File: src/rtl/reg_writeback_queue.sv
`default_nettype none

`ifndef WORD_SIZE
`define WORD_SIZE 32
`endif

// ============================================================================
// Module      : reg_writeback_queue
// Description : In-order result queue feeding the register file write port.
//               Accepts ALU and load results, retires one entry per cycle,
//               and offers an rs1/rs2 bypass lookup over queued entries.
// Revision    : 1.0 - initial release
// ============================================================================
module reg_writeback_queue #(
  parameter int DEPTH = 4
) (
  input  logic                    clock,
  input  logic                    reset_n,
  // ALU producer
  input  logic                    alu_valid,
  input  logic [4:0]              alu_rd,
  input  logic [`WORD_SIZE-1:0]   alu_value,
  output logic                    alu_ready,
  // Load producer
  input  logic                    load_valid,
  input  logic [4:0]              load_rd,
  input  logic [`WORD_SIZE-1:0]   load_value,
  output logic                    load_ready,
  // Register file write port
  output logic                    write_to_rd,
  output logic [4:0]              rd,
  output logic [`WORD_SIZE-1:0]   rd_value,
  // Decode-stage bypass lookup
  input  logic [4:0]              rs1,
  input  logic [4:0]              rs2,
  output logic                    rs1_hit,
  output logic [`WORD_SIZE-1:0]   rs1_fwd,
  output logic                    rs2_hit,
  output logic [`WORD_SIZE-1:0]   rs2_fwd
);

  localparam int c_PTR_W = (DEPTH > 1) ? $clog2(DEPTH) : 1;
  localparam int c_CNT_W = $clog2(DEPTH + 1);

  typedef logic [c_PTR_W-1:0]    ptr_t;
  typedef logic [c_PTR_W:0]      ptrx_t;
  typedef logic [c_CNT_W-1:0]    cnt_t;
  typedef logic [`WORD_SIZE-1:0] word_t;

  typedef struct packed {
    logic  hit;
    word_t fwd;
  } bypass_t;

  localparam ptrx_t c_DEPTH_X = ptrx_t'(DEPTH);
  localparam cnt_t  c_DEPTH_C = cnt_t'(DEPTH);

  // Queue state
  ptr_t  r_head;
  ptr_t  r_tail;
  cnt_t  r_count;
  logic [4:0] r_ent_rd  [DEPTH];
  word_t      r_ent_val [DEPTH];

  // Per-cycle control
  logic    w_pop;
  cnt_t    w_free;
  logic    w_need_load;
  logic    w_need_alu;
  logic    w_enq_load;
  logic    w_enq_alu;
  ptr_t    w_alu_slot;
  ptr_t    w_head_next;
  ptr_t    w_tail_next;
  cnt_t    w_count_next;
  bypass_t w_bp1;
  bypass_t w_bp2;

  // Modulo-DEPTH pointer advance; offset is at most DEPTH-1 so one
  // conditional subtract is enough even for non power-of-two depths.
  function automatic ptr_t f_ptr_add(input ptr_t base, input ptrx_t offs);
    ptrx_t sum;
    sum = {1'b0, base} + offs;
    if (sum >= c_DEPTH_X) begin
      sum = sum - c_DEPTH_X;
    end
    return sum[c_PTR_W-1:0];
  endfunction

  // Walk occupied entries oldest to youngest; the last match is the youngest.
  function automatic bypass_t f_lookup(input logic [4:0] rs);
    bypass_t res;
    ptr_t    idx;
    res.hit = 1'b0;
    res.fwd = '0;
    for (int i = 0; i < DEPTH; i++) begin
      idx = f_ptr_add(r_head, ptrx_t'(i));
      if ((cnt_t'(i) < r_count) && (rs != 5'd0) && (r_ent_rd[idx] == rs)) begin
        res.hit = 1'b1;
        res.fwd = r_ent_val[idx];
      end
    end
    return res;
  endfunction

  // Space accounting: the head always retires this cycle when present,
  // so its slot is credited to the producers. The load has first claim.
  always_comb begin
    w_pop        = (r_count != '0);
    w_free       = c_DEPTH_C - r_count + cnt_t'(w_pop);
    w_need_load  = load_valid && (load_rd != 5'd0);
    w_need_alu   = alu_valid && (alu_rd != 5'd0);
    load_ready   = (w_free >= cnt_t'(1));
    alu_ready    = (w_free >= (cnt_t'(1) + cnt_t'(w_need_load)));
    // x0 results are handshaken but never occupy a slot
    w_enq_load   = load_valid && load_ready && w_need_load;
    w_enq_alu    = alu_valid && alu_ready && w_need_alu;
    w_alu_slot   = w_enq_load ? f_ptr_add(r_tail, ptrx_t'(1)) : r_tail;
    w_head_next  = w_pop ? f_ptr_add(r_head, ptrx_t'(1)) : r_head;
    w_tail_next  = f_ptr_add(r_tail, ptrx_t'(w_enq_load) + ptrx_t'(w_enq_alu));
    w_count_next = r_count - cnt_t'(w_pop) + cnt_t'(w_enq_load) + cnt_t'(w_enq_alu);
  end

  // Pointer and occupancy registers; reset discards all pending entries.
  always_ff @(posedge clock or negedge reset_n) begin
    if (!reset_n) begin
      r_head  <= '0;
      r_tail  <= '0;
      r_count <= '0;
    end else begin
      r_head  <= w_head_next;
      r_tail  <= w_tail_next;
      r_count <= w_count_next;
    end
  end

  // Entry storage; contents are only observed while counted as occupied.
  always_ff @(posedge clock) begin
    if (w_enq_load) begin
      r_ent_rd[r_tail]  <= load_rd;
      r_ent_val[r_tail] <= load_value;
    end
    if (w_enq_alu) begin
      r_ent_rd[w_alu_slot]  <= alu_rd;
      r_ent_val[w_alu_slot] <= alu_value;
    end
  end

  // Register-file write port driven straight from the head entry.
  always_comb begin
    write_to_rd = 1'b0;
    rd          = 5'd0;
    rd_value    = '0;
    if (w_pop) begin
      write_to_rd = 1'b1;
      rd          = r_ent_rd[r_head];
      rd_value    = r_ent_val[r_head];
    end
  end

  // rs1 bypass lookup over queued entries.
  always_comb begin
    w_bp1   = f_lookup(rs1);
    rs1_hit = w_bp1.hit;
    rs1_fwd = w_bp1.fwd;
  end

  // rs2 bypass lookup over queued entries.
  always_comb begin
    w_bp2   = f_lookup(rs2);
    rs2_hit = w_bp2.hit;
    rs2_fwd = w_bp2.fwd;
  end

endmodule

`default_nettype wire

File: config.mk
export PLATFORM = sky130hd
export DESIGN_NAME = reg_writeback_queue
export DESIGN_NICKNAME = d
export VERILOG_FILES = /design/src/rtl/reg_writeback_queue.sv
export SDC_FILE = /design/constraint.sdc
export NUM_CORES = 1
export LEC_CHECK = 0
export BUFFER_PORTS_ARGS = -buffer_cell sky130_fd_sc_hd__buf_2
export CAP_MARGIN = 10
export CORE_MARGIN = 5
export CORE_UTILIZATION = 35
export CTS_CLUSTER_SIZE = 28
export DETAILED_ROUTE_END_ITERATION = 8
export PLACE_DENSITY_LB_ADDON = 0.08
export SLEW_MARGIN = 20
export SYNTH_ARGS = -nofsm -noshare
export SYNTH_HDL_FRONTEND = slang
export SYNTH_SLANG_ARGS = --single-unit
File: constraint.sdc
create_clock -name clock -period 9.85 [get_ports clock]
set_input_delay 0.985 -clock clock [delete_from_list [all_inputs] [get_ports clock]]
set_output_delay 0.985 -clock clock [all_outputs]
set_load 0.01 [all_outputs]
### Word level (Yosys, flattened, before mapping)

Memory sizes are Yosys's and may differ from the RTL's.
Index checks and enable logic that the tools add are counted.
W data, S select, Z words.

* bits in registers: 7
* memory bits (writable): 148
* bits of input ports: 88
* word-level logic and storage cells: 92
* memories kept: 2

Memory list
* r_ent_val: words 4, bits a word 32, read ports 5, clocked after Yosys merged registers in 0, write ports 2, line 63 `word_t r_ent_val [DEPTH];`
* r_ent_rd: words 4, bits a word 5, read ports 5, clocked after Yosys merged registers in 0, write ports 2, line 62 `logic [4:0] r_ent_rd [DEPTH];`

* add/sub/neg operators: 18
* order comparisons: 12
* equality and inequality tests: 8
* muxes and demuxes: 22
* reductions and logical operators: 27

Operators by type and width (count)
* $mux W33: 8
* $eq A5 B5 Y1: 8
* $mux W32: 1
* $logic_and A1 B1 Y1: 22
* $reduce_bool A5 Y1: 4
* $ge A3 B3 Y1 const B: 5
* $mux W2: 7
* $sub A2 B1 Y2 const B: 6
* $add A3 B1 Y3: 3
* $add A2 B1 Y3 const B: 2
* $add A2 B2 Y3 const B: 2
* $lt A1 B3 Y1 const A: 2
* $lt A2 B3 Y1 const A: 2
* $mux W1: 5
* $mux W5: 1
* $add A2 B2 Y3: 1
* $ge A2 B3 Y1 const B: 1
* $ge A3 B1 Y1 const B: 1
* $ge A3 B2 Y1: 1
* $reduce_bool A3 Y1: 1
* $sub A3 B1 Y3: 1
* $sub A3 B3 Y3 const A: 1
* $add A1 B1 Y2: 1
* $add A1 B1 Y2 const A: 1

### Longest topological paths before layout

Gate-level depths: netlist of the first run.

* word-level depth: 10
* mapped depth: 19

### Least setup slack after synthesis of the first run

No wires, ideal clock.

* path kind: register to register
* start point: register r_count[1]
* end point: memory r_ent_rd[0][0] (enable)
* library setup time: 0.512 ns
* arrival: 4.299 ns
* data required time: 9.338 ns
* path slack: 5.039 ns
* stages on the path, launching flop included: 18
* path buffers: 4
* clock period less this slack: 4.811 ns
* path through: dfrtp_1 -> inv_1 -> nand3_1 -> inv_1 -> clkbuf_1 -> ha_1 -> inv_1 -> ha_1 -> xor2_1 -> or3b_2 -> nor2b_1 -> clkbuf_1 -> ha_1 -> nor3_1 -> nand2_1 -> clkbuf_1 -> buf_1 -> nand2_1

RTL lines
* start, declared: line 61 `cnt_t r_count;`
* start signal, assigned: line 133 `r_count <= w_count_next;`
* end, declared: line 62

### Worst setup path in the final report of the first run

* start point: register r_head[0]
* end point: output rs2_fwd[0]

* longest elaborated chain between the ends: 9
* elaborated cells on any way between the ends: 29

RTL lines
* start, declared: line 59 `ptr_t r_head;`
* start signal, assigned: line 131 `r_head <= w_head_next;`
* $add A2 B1 Y3 (tied with other cells): line 83 `sum = {1'b0, base} + offs;`
* $ge A3 B3 Y1 (tied with other cells): line 84 `if (sum >= c_DEPTH_X) begin`
* $mux W2 or $mem_v2 Z4 W5 (tied branches)
* $mem_v2 Z4 W5 or $eq A5 B5 Y1 (tied branches)
* $eq A5 B5 Y1 or $logic_and A1 B1 Y1 (tied branches): line 98 `if ((cnt_t'(i) < r_count) && (rs != 5'd0) && (r_ent_rd[idx] == rs)) begin`
* $logic_and A1 B1 Y1 or $mux W33 (tied branches): line 98
* $mux W33 (2 in a row): line 98
* $mux W33 (*): line 98
* end, declared: line 39 `` output logic [`WORD_SIZE-1:0] rs2_fwd ``

Every way passes the cells marked *; elsewhere a longest branch is shown, timed or not.

==> reports/qor.yml, run 1 <==
fp-row-count: 70
synth-edff-count: 148
overflow: 0
grt_pass1_vias: 10300
cts.sinks: 155
syn2layout_area_growth_pct: 13.8
fin_skew_ns: 0.00775
ys_warn_count: 0
synth_ff_type: "edfxtp_1"
antenna_found_initial: 4
track_usage_pct: 20.6
ys_ff_latch: 155
clock_latency_ns: 0.44
antennaDiodeCount: 0
syn-num-nets: 1356
async_flop_share_pct: 4.52
drt_iter0_markers: 627
die-area_um2: 41400
cp.buffers_inverters: 3
final_cell_mix: "211 x mux2_2, 193 x buf_2, 169 x mux2i_1"
hpwlAfterDp_um: 28100
ys_seq_area_share_pct: 35.3
hold_path.class: "input port to async pin"
ios: 194
dr_total_vias: 10400
cts_tree: "built"
tightest_slew_ns: 1.09
drv_slew: 0
cpPeakStageDelay_ns: 0.88
cts.repair.resized: 0
max_cap_viol_count: 0
drive_above_1_share_pct: 35.8
gp_congestion: 0.808
slew_headroom_pct: 27.0
final_antenna_net_count: 0
grt_max_degree: 91
die_h_um: 203
start_util_pct: 35.6
irDropWorstVdd_mv: 0.236
ctsHoldBuffers: 0
clk_pin_slew_worst_paths_ns: 0.06
htree_num_levels: 4
hold_viol_final: 0
numPortBuffers: 193
cp.required_ns: 8.87
dr.pass1.iters: 4
p_total_mw: 5.79
routed_wl_um: 43700
rsz0062_at_grt: "no"
worst-setup-path-type: "register to output pin"
post-route-period-util_pct: 58.6
r2r_cells: 14
cp_max_fo: 90
power_density_nw_per_um2: 388
netlist_area_um2: 13100
final-setup-viol-count: 0
synthCells: 1254
start_kind: "register"
tns_ns: 0
cts_root_buffer: "clkbuf_16"
synth_cell_types: 52
layout_commonest_cell: "mux2_2"
p_leak_nw: 5.98
cp_num_cells: 8
cpLargestDelayFamily: "buffers and inverters"
core-area_um2: 36800
syn_area_per_cell_um2: 10.4
grt_pass1_wl_um: 64900
cts-buffers-inserted: 17
vias_per_cell: 5.61
cts_buffer_depth: 2
end_kind: "output pin"
cts_post_setup_buffers_inserted: 0
crit_chain: "buf_4 > inv_6 > nor3_1 > o21a_1 > and3_2 > o211ai_1 > a31oi_1 > buf_2"
nFillCells: 3655
cp_slowest_cell: "and3_2"
fmax_ghz: 0.173
cp.arrival_ns: 4.78
run_status: "completed"
chipWidth_um: 203
period_needed_ns: 5.77
wl_per_cell_um: 23.6
drcViolationCount: 0
nets: 1474
-- cell families after synthesis --
logic type,after synthesis,share of synthesized area (%)
fa+ha+maj,14,1.40
simple gates,288,9.65
compound gates,217,11.5
flops,155,35.3
mux,399,34.3
buf+inv,132,4.58
xor+xnor,49,3.28
-- state kept, by name, indices dropped and copies added, names as in the netlist --
register / count
r_head: 2
r_tail: 2
r_ent_rd: 20
r_ent_val: 128
r_count: 3
-- Yosys cell counts, drive strengths merged (2+ instances only) --
cell	n	area share, %
mux2	211	18
mux2i	169	13
edfxtp	148	34
nand2	137	3.9
nor2	78	2.2
clkbuf	66	1.9
o21ai	48	1.9
buf	47	2.1
xnor2	35	2.3
a21oi	33	1.3
and2	31	1.5
a31oi	29	1.4
o211ai	29	1.7
a221oi	27	1.8
o2bb2ai	25	1.7
mux4	19	3.3
inv	18	0.52
xor2	14	0.94
ha	13	1.2
a211oi	11	0.63
nor3	8	0.31
dfrtp	7	1.3
nor2b	7	0.33
a211o	4	0.27
nand3	4	0.15
nor4	4	0.19
or4	4	0.23
a31o	3	0.20
nand2b	3	0.14
nand4	3	0.14
or3	3	0.14
a221o	2	0.15
-- worst reg2reg max path, delay by kind of cell, from the launching register on --
| kind | cells | cell delay, ns |
|---|---|---|
| adders and majority gates | 3 | 0.88 |
| DFF | 1 | 0.43 |
| and+or+nand+nor | 6 | 2.23 |
| xor gates and xnor gates | 1 | 0.16 |
| buffers and inverters | 4 | 1.47 |
-- per-layer routing --
metal / vias to the layer above / GRT usage, % / wire length [um]
met4: 8 / 4.65 / 561
met5: - / 0 / 53
met2: 277 / 35.8 / 21600
li1: 4951 / - / -
met1: 5110 / 27.2 / 19400
met3: 41 / 3.37 / 2120
-- worst paths after layout --
| path | from | end | slack, ns |
|---|---|---|---|
| max in group asynchronous | reset_n | r_head[1] | 9.28 |
| hold / removal | reset_n | r_tail[1] | 0.38 |
| hold reg to reg | r_tail[1] | r_tail[1] | 0.57 |
| setup reg to reg | r_count[2] | r_ent_val[2][12] | 4.32 |
| setup / recovery | r_head[0] | rs2_fwd[0] | 4.08 |
| min in group clock | r_tail[1] | r_tail[1] | 0.57 |
-- power by group --
group | switching, mW | internal [mW] | total [mW]
combinational | 2.22 | 1.53 | 3.75
clock | 0.282 | 0.368 | 0.650
sequential | 0.230 | 1.16 | 1.39
-- cell type report --
| type | instances | area [um^2] | share of cell area [%] |
|---|---|---|---|
| clock inverter | 13 | 124 | 0.831 |
| sequential | 155 | 4630 | 31.1 |
| timing repair buffer | 212 | 1110 | 7.44 |
| multi-input combinational | 967 | 7950 | 53.3 |
| tap | 468 | 586 | 3.93 |
| clock buffer | 18 | 429 | 2.88 |
| inverter | 19 | 76.3 | 0.512 |
-- stage by stage --
step / hold WS (ns) / util [%] / instances / area [um^2] / worst slack (ns)
6_report: 0.380 / 40.5 / 1852 / 14900 / 4.08
3_3_place_gp: 0.563 / 39.0 / 1821 / 14300 / 4.41
2_1_floorplan: 0.511 / - / 1254 / 13100 / 5.04
3_5_place_dp: 0.568 / 39.0 / 1821 / 14300 / 4.27
5_1_grt: 0.368 / 40.5 / 1852 / 14900 / 3.79
4_1_cts: 0.363 / 40.5 / 1852 / 14900 / 4.01
(Power assumes the default switching activity.)
==> inputs of run 2 (changes only) <==
Clock period 9.85 ns to 5 ns, I/O delays scaled along.
==> reports/qor.yml, run 2 (synthesis gave the netlist of run 1 again) <==
nets: 1500
cts_tree: "built"
htree_num_levels: 4
drt_iter0_markers: 771
gp_congestion: 0.918
fp-row-count: 70
dr.pass1.iters: 5
drcViolationCount: 0
p_leak_nw: 6.18
post-route-period-util_pct: 94.8
core-area_um2: 36800
largest_register_ffs: 128
irDropWorstVdd_mv: 0.497
final_cell_mix: "211 x mux2_2, 193 x buf_2, 169 x mux2i_1"
grt_pass1_wl_um: 66100
clock_latency_ns: 0.44
grt_max_degree: 126
grt_pass1_vias: 10600
tightest_slew_ns: 0.911
worst-setup-path-type: "register to output pin"
vias_per_cell: 5.61
clk_pin_slew_worst_paths_ns: 0.07
wl_met2_um: 21000
top_layer_used: "met5"
multiInputGateArea_um2: 7950
fmax_ghz: 0.211
cts.sinks: 155
hpwlAfterDp_um: 31000
start_util_pct: 35.6
die_h_um: 203
biggestRegsByFlops: "r_ent_val: 128 flops, r_ent_rd: 20 flops, r_count: 3 flops"
die-area_um2: 41400
routed_wl_um: 44200
wl_per_cell_um: 23.5
syn2layout_area_growth_pct: 16.8
final_cells: 1880
chipWidth_um: 203
wl_met3_um: 1920
overflow: 0
drv_slew: 0
drt-met1-wl_um: 20400
antenna_found_initial: 3
final-setup-viol-count: 0
cp.required_ns: 4.50
cts_root_buffer: "clkbuf_16"
cp.arrival_ns: 4.24
tns_ns: 0
fin_skew_ns: 0.00892
max_cap_viol_count: 0
numPortBuffers: 193
dr_total_vias: 10500
start_kind: "register"
largest-register: "r_ent_val"
end_kind: "output pin"
layout_commonest_cell: "mux2_2"
cts-buffers-inserted: 17
slew_headroom_pct: 38.6
rsz0062_at_grt: "no"
cts_buffer_depth: 2
drive_above_1_share_pct: 37.1
nFillCells: 3591
period_needed_ns: 4.74
final_antenna_net_count: 0
cp_max_fo: 40
hold_path.class: "input port to register"
dp.cells: 1840
run_status: "completed"
power_density_nw_per_um2: 771
regArea_um2: 4630
ios: 194
hold_viol_final: 0
track_usage_pct: 21.0
run 2: cell count changes in the layout (fill, tap and decap cells not counted), sizes merged:
cell and change:
buf +25, bufinv +3, clkinv -1, diode +1, dlygate4sd3 +1, inv -1
run 2: what timing repair did:
item	in CTS	in global routing
buffers inserted	0	6
endpoints found under the setup margin	0	21
hold buffers	1	0
hold endpoints to repair	7	0
resized for setup	0	1
run 2: path summary, 6_finish.rpt:
kind	start	end	slack (ns)	cells past startpoint
min in group asynchronous	reset_n	r_head[1]	0.43	2
hold / removal	load_value[26]	r_ent_val[1][26]	0.40	2
setup reg to reg	r_count[2]	r_ent_val[2][10]	0.86	15
setup / recovery	r_head[1]	rs1_fwd[25]	0.26	8
hold reg to reg	r_tail[1]	r_tail[1]	0.58	1
max in group asynchronous	reset_n	r_head[0]	4.36	2
run 2: worst max-delay path: stages (launching register included):
cell,delay (ns)
dfrtp_4,0.84
mux4_2,0.60
xnor2_1,0.24
nand4_1,0.13
or4_2,0.89
nand2b_1,0.41
a211oi_1,0.08
a211oi_1,0.36
buf_2,0.21
run 2: final cells by class:
class,count,share of cell area [%]
clock buffers,18,2.81
clock inverters,14,1.30
multi-input cells,967,52.0
flip-flops and latches,155,30.3
repair buffers,238,9.25
diodes,1,0.0164
inverters,19,0.524
well taps,468,3.83
run 2: per-layer routing:
metal	up-vias	GRT usage [%]
met2	270	34.8
met5	-	0
met1	5210	28.8
met4	6	5.37
li1	5011	-
met3	50	3.34
run 2: report_power, final:
part,leakage (nW),internal (mW),total (mW),switching (mW)
clock,0.309,0.879,1.43,0.548
sequential,1.45,2.27,2.70,0.430
combinational,4.42,3.18,7.65,4.47
total,6.18,6.34,11.8,5.45
run 2: through the flow:
step	hold WS, ns	instance area, um^2	util (%)	setup WS [ns]	power, mW
after global placement	0.363	14600	39.6	0.625	10.4
after global routing	0.375	15300	41.5	0.106	12.6
final	0.396	15300	41.6	0.258	11.8
after CTS	0.373	15200	41.3	0.0766	11.8
after detailed placement	0.367	14600	39.6	0.590	10.4
after floorplan	0.204	13100	-	0.189	7.90
